[src/rtl/ram_arbiter.sv]
// ram_arbiter: two-master arbiter for one single-port RAM with lock/hold and a bounded hold time.
// Define RAM_ARB_RR_EN to resolve simultaneous idle requests round-robin instead of fixed m0 priority.
module ram_arbiter #(
  parameter int LockMax    = 16,
  parameter int MemAddrBus = 32,
  parameter int MemBus     = 32
) (
  input  logic                  clk_i,
  input  logic                  rst_ni,
  input  logic                  m0_req_i,
  input  logic                  m1_req_i,
  input  logic                  m0_we_i,
  input  logic                  m1_we_i,
  input  logic [MemAddrBus-1:0] m0_addr_i,
  input  logic [MemAddrBus-1:0] m1_addr_i,
  input  logic [MemBus-1:0]     m0_wdata_i,
  input  logic [MemBus-1:0]     m1_wdata_i,
  input  logic                  m0_lock_i,
  input  logic                  m1_lock_i,
  output logic                  m0_gnt_o,
  output logic                  m1_gnt_o,
  output logic                  m0_rvalid_o,
  output logic                  m1_rvalid_o,
  output logic [MemBus-1:0]     m0_rdata_o,
  output logic [MemBus-1:0]     m1_rdata_o,
  output logic                  ram_we_o,
  output logic [MemAddrBus-1:0] ram_addr_o,
  output logic [MemBus-1:0]     ram_wdata_o,
  input  logic [MemBus-1:0]     ram_rdata_i,
  output logic [1:0]            dbg_state_o
);
  // Handshake: a master holds req/we/addr/wdata stable until the cycle gnt is high;
  // that cycle is the access, and for a read rvalid/rdata follow one clock later.

  localparam int CntW = (LockMax > 1) ? $clog2(LockMax) : 1;

  typedef enum logic [1:0] {
    IDLE  = 2'd0,
    LOCK0 = 2'd1,
    LOCK1 = 2'd2
  } state_e;

  state_e            state_q, state_d;
  logic [CntW-1:0]   cnt_q, cnt_d;
  logic              fav_q, fav_d;
  logic              m0_rvalid_q, m0_rvalid_d, m1_rvalid_q, m1_rvalid_d;
  logic [MemBus-1:0] m0_rdata_q, m0_rdata_d, m1_rdata_q, m1_rdata_d;
  logic              gnt0, gnt1, hold_done;

  // fav_q names the master that wins a contended arbitration in IDLE.
  always_comb begin
    gnt0 = 1'b0;
    gnt1 = 1'b0;
    case (state_q)
      LOCK0:   gnt0 = m0_req_i;
      LOCK1:   gnt1 = m1_req_i;
      default: begin
        if (m0_req_i && m1_req_i) begin
          gnt0 = ~fav_q;
          gnt1 = fav_q;
        end else begin
          gnt0 = m0_req_i;
          gnt1 = m1_req_i;
        end
      end
    endcase
  end

  always_comb begin
    ram_we_o    = 1'b0;
    ram_addr_o  = '0;
    ram_wdata_o = '0;
    if (gnt0) begin
      ram_we_o    = m0_we_i;
      ram_addr_o  = m0_addr_i;
      ram_wdata_o = m0_wdata_i;
    end else if (gnt1) begin
      ram_we_o    = m1_we_i;
      ram_addr_o  = m1_addr_i;
      ram_wdata_o = m1_wdata_i;
    end
  end

  assign hold_done = (cnt_q == CntW'(LockMax - 1));

  always_comb begin
    state_d = state_q;
    cnt_d   = cnt_q;
    fav_d   = fav_q;
`ifdef RAM_ARB_RR_EN
    if (gnt0)      fav_d = 1'b1;
    else if (gnt1) fav_d = 1'b0;
`else
    // The post-timeout favour is consumed by the first contended idle arbitration.
    if (state_q == IDLE && m0_req_i && m1_req_i) fav_d = 1'b0;
`endif
    case (state_q)
      IDLE: begin
        cnt_d = '0;
        if (gnt0 && m0_lock_i)      state_d = LOCK0;
        else if (gnt1 && m1_lock_i) state_d = LOCK1;
      end
      LOCK0: begin
        cnt_d = cnt_q + CntW'(1);
        if (!m0_req_i || !m0_lock_i) begin
          state_d = IDLE;
        end else if (hold_done) begin
          state_d = IDLE;
          fav_d   = 1'b1;
        end
      end
      LOCK1: begin
        cnt_d = cnt_q + CntW'(1);
        if (!m1_req_i || !m1_lock_i) begin
          state_d = IDLE;
        end else if (hold_done) begin
          state_d = IDLE;
          fav_d   = 1'b0;
        end
      end
      default: state_d = IDLE;
    endcase
    m0_rvalid_d = gnt0 & ~m0_we_i;
    m1_rvalid_d = gnt1 & ~m1_we_i;
    m0_rdata_d  = m0_rvalid_d ? ram_rdata_i : m0_rdata_q;
    m1_rdata_d  = m1_rvalid_d ? ram_rdata_i : m1_rdata_q;
  end

  always_ff @(posedge clk_i or negedge rst_ni) begin
    if (!rst_ni) begin
      state_q     <= IDLE;
      cnt_q       <= '0;
      fav_q       <= 1'b0;
      m0_rvalid_q <= 1'b0;
      m1_rvalid_q <= 1'b0;
      m0_rdata_q  <= '0;
      m1_rdata_q  <= '0;
    end else begin
      state_q     <= state_d;
      cnt_q       <= cnt_d;
      fav_q       <= fav_d;
      m0_rvalid_q <= m0_rvalid_d;
      m1_rvalid_q <= m1_rvalid_d;
      m0_rdata_q  <= m0_rdata_d;
      m1_rdata_q  <= m1_rdata_d;
    end
  end

  assign m0_gnt_o    = gnt0;
  assign m1_gnt_o    = gnt1;
  assign m0_rvalid_o = m0_rvalid_q;
  assign m1_rvalid_o = m1_rvalid_q;
  assign m0_rdata_o  = m0_rdata_q;
  assign m1_rdata_o  = m1_rdata_q;
  assign dbg_state_o = state_q;

endmodule

[config.mk]
export PLATFORM = sky130hd
export DESIGN_NAME = ram_arbiter
export DESIGN_NICKNAME = d
export VERILOG_FILES = /design/src/rtl/ram_arbiter.sv
export SDC_FILE = /design/constraint.sdc
export NUM_CORES = 1
export LEC_CHECK = 0
export ABC_AREA = 1
export BUFFER_PORTS_ARGS = -buffer_cell sky130_fd_sc_hd__buf_2
export CAP_MARGIN = 15
export CORE_MARGIN = 2
export CORE_UTILIZATION = 30
export DETAILED_ROUTE_END_ITERATION = 10
export PLACE_DENSITY = 0.62
export REMOVE_ABC_BUFFERS = 1
export SYNTH_ARGS = -nofsm -noshare
export SYNTH_HDL_FRONTEND = slang
export SYNTH_SLANG_ARGS = --single-unit
[constraint.sdc]
create_clock -name clk_i -period 2.5 [get_ports clk_i]
set_clock_uncertainty 0.15 [all_clocks]
set_input_delay 0.125 -clock clk_i [delete_from_list [all_inputs] [get_ports clk_i]]
set_output_delay 0.125 -clock clk_i [all_outputs]
set_load 0.02 [all_outputs]
==> run summary <==
WHS Path Cells - 4
WL/cell - 16.1 µm
Worst Path Required - 2.23 ns
Critical path buffers and inverters - 3
DR vias - 4773
GR Overflow Total - 0
HP Class - in2reg
Storage element area - 0.00183 mm²
CP max stage cell - dfrtp_1
Flop pwr share - 0.245
Clock Path Buffers - 2
Syn avg cell area - 7.60 µm²
Final setup vio count - 0
Yosys reg bits - 73
Period utilization - 0.955
Detailed placement HPWL - 12600 µm
CP Depth - 8
Crit path max fanout - 24
GRT Total Usage - 0.218
IO buf count - 302
Status - completed
Fmax - 0.419 GHz
Die Width - 120 µm
Seq/Total Area, Yosys - 0.452
Startpoint Class - register
Leakage - 3.83 nW
CTS tree - done
Switching Fraction - 0.483
Multi-input logic area - 0.00181 mm²
TritonCTS Buffers - 9
CP delay by family, top - buffers and inverters
Hold WS - 0.0628 ns
Power per Cell Area - 1270 mW/mm²
Post-Route Utilization - 0.491
Max IR drop VDD - 0.000662 V
Synth unique cells - 24
Core Rows - 42
Layout cell share with drive strength beyond 1 - 0.430
Full die area - 0.0144 mm²
Clock network power share - 0.155
Mapped Area - 0.00405 mm²
Detailed Route WL - 16800 µm
Crit path cell chain - inv_1 -> ha_4 -> a21boi_1 -> and2_4 -> bufbuf_16 -> nand3_1 -> nand2_1 -> buf_2
Combinational power share - 0.600
Drc violations - 0
Fin. max-slew vios - 0
Ports - 303
Effective utilization at floorplan - 0.307
Final Hold Vio Count - 0
Clk_lat worst skew - 0.32 ns
NumNets Final - 1034
Internal - 4.24 mW
Max Cap Viol - 0
Hold path startpoint - m1_lock_i
Drt pass-1 iters - 4
Reg2Reg Depth - 9
DIE HEIGHT - 120 µm
Minimum clock period - 2.39 ns
Post-DR vias/cell - 4.58
Largest net degree at the start of global routing - 66
Worst-margin pin slew - 0.568 ns
Layout area overhead - 60.0%
Slew HR - 0.622
H-tree depth - 3
CP startpoint - dbg_state_o[1]$_DFFE_PN0P_
Critical Path End Type - primary output
Total Power - 8.21 mW
Root buffer cell - clkbuf_16
CP arrival - 2.11 ns
Delay of the slowest critical-path stage - 0.38 ns
Switch Pwr - 3.96 mW
Worst setup margin - 0.114 ns
First-pass GRT wire length - 24200 µm
Vias in the first global route - 4472
Clk slew on worst S/H paths - 0.06 ns
Starting DRT DRC Count - 298
DRT antenna net count - 0
Fill cells - 1328
Total core area - 0.0132 mm²
WS Path Type - reg2out
Yosys warns - 0
CTS sink count - 73
Worst R2R Start - dbg_state_o[1]$_DFFE_PN0P_
Dpl ws - 0.245 ns
Routability cong. - 0.860
Initial antenna violation count - 4
Cell count after synthesis - 532
==> area by class of cell <==
cell class	instances	area share
multi-input cells	374	0.280
diodes	1	0.000387
inverters	49	0.0288
clock buffers	11	0.0375
well taps	176	0.0340
flip-flops and latches	73	0.282
clock inverters	5	0.00850
repair buffers	354	0.329
==> cells by family after synthesis <==
family,Yosys count,synth area share
simple gates,296,0.303
buf+inv,85,0.110
compound gates,73,0.119
flops,73,0.452
fa+ha+maj,5,0.0155
==> power groups by stage <==
stage                     registers [mW]  logic [mW]  clock network [mW]
after global placement              2.01        4.61                   0
after floorplan                     2.67        2.14                   0
final                               2.01        4.93                1.27
after global routing                2.07        5.30                1.36
after detailed placement            2.00        4.65                   0
after CTS                           2.01        4.78                1.30
==> state kept, by name, summed over array words and instances, names as in the netlist <==
register     flops
m1_rvalid_o      1
m0_rvalid_o      1
cnt_q            4
fav_q            1
m0_rdata_o      32
dbg_state_o      2
m1_rdata_o      32
==> cells in the final DEF (no fill, tap or decap), drive strengths merged, types with 2 or more instances in the layout <==
cell type	synthesis	layout
clkinv	0	2
nor2	4	4
buf	32	316
nand4	3	3
dlygate4sd3	0	35
clkinvlp	0	2
nand3	79	79
clkbuf	4	13
o21ai	69	69
dfrtp	73	73
ha	5	5
a21oi	2	2
nand2	206	206
inv	49	49
==> synthesized netlist by cell type <==
cell	count	area, µm²
nand3_1	79	395
nand4_1	3	18.8
o21ai_2	30	263
and2_1	1	6.26
nor3_1	1	5.00
dfrtp_1	73	1830
o31ai_1	1	7.51
ha_1	5	62.6
clkbuf_1	3	11.3
inv_2	2	7.51
nor2_1	4	15.0
buf_6	11	124
buf_2	13	65.1
o21ai_1	27	135
a21boi_1	1	7.51
clkbuf_2	1	5.00
inv_1	47	176
nor4_1	1	6.26
a21oi_1	2	10.0
buf_4	7	52.6
nand2_1	206	773
nand3b_1	1	7.51
o21ai_0	12	60.1
buf_1	1	3.75
==> layer usage <==
layer,track usage,share of wire,vias to the layer above,routed length (µm)
met5,0,0.0016,-,27
met4,0.0949,0.031,4,522
met3,0.0684,0.093,32,1570
met2,0.360,0.48,229,8110
met1,0.260,0.39,2157,6570
li1,-,-,2351,-
==> final timing paths <==
path	slack (ns)	endpoint
worst max-delay path	0.11	ram_wdata_o[12]
worst min register to register	0.33	m1_rdata_o[31]$_DFFE_PN0P_
max in group asynchronous	1.37	m0_rdata_o[29]$_DFFE_PN0P_
min in group asynchronous	0.17	m0_rdata_o[18]$_DFFE_PN0P_
worst max register to register	0.39	m1_rdata_o[25]$_DFFE_PN0P_
worst min-delay path	0.06	dbg_state_o[1]$_DFFE_PN0P_
==> per-stage QoR <==
step                cell area [µm²]  std cells  setup TNS [ns]
floorplan                      3780        496         -223.67
global placement               5700        987               0
detailed placement             5700        987               0
CTS                            6380       1039               0
global route                   6470       1042       -0.000694
finish                         6470       1043               0
==> tightest hold or removal path, stage by stage <==
cell and delay (ns):
buf_2 0.09, nand3_1 0.13, nand4_1 0.10, nand2_1 0.05
==> what timing repair did <==
action,4_1_cts,5_1_grt
setup endpoints to repair,56,64
endpoints found under the hold margin,88,0
hold buffers,35,0
gates cloned,1,2
buffers inserted,0,1
resized for setup,3,5
pin swaps,0,1
Note: power is estimated with default switching activity, not from simulation.
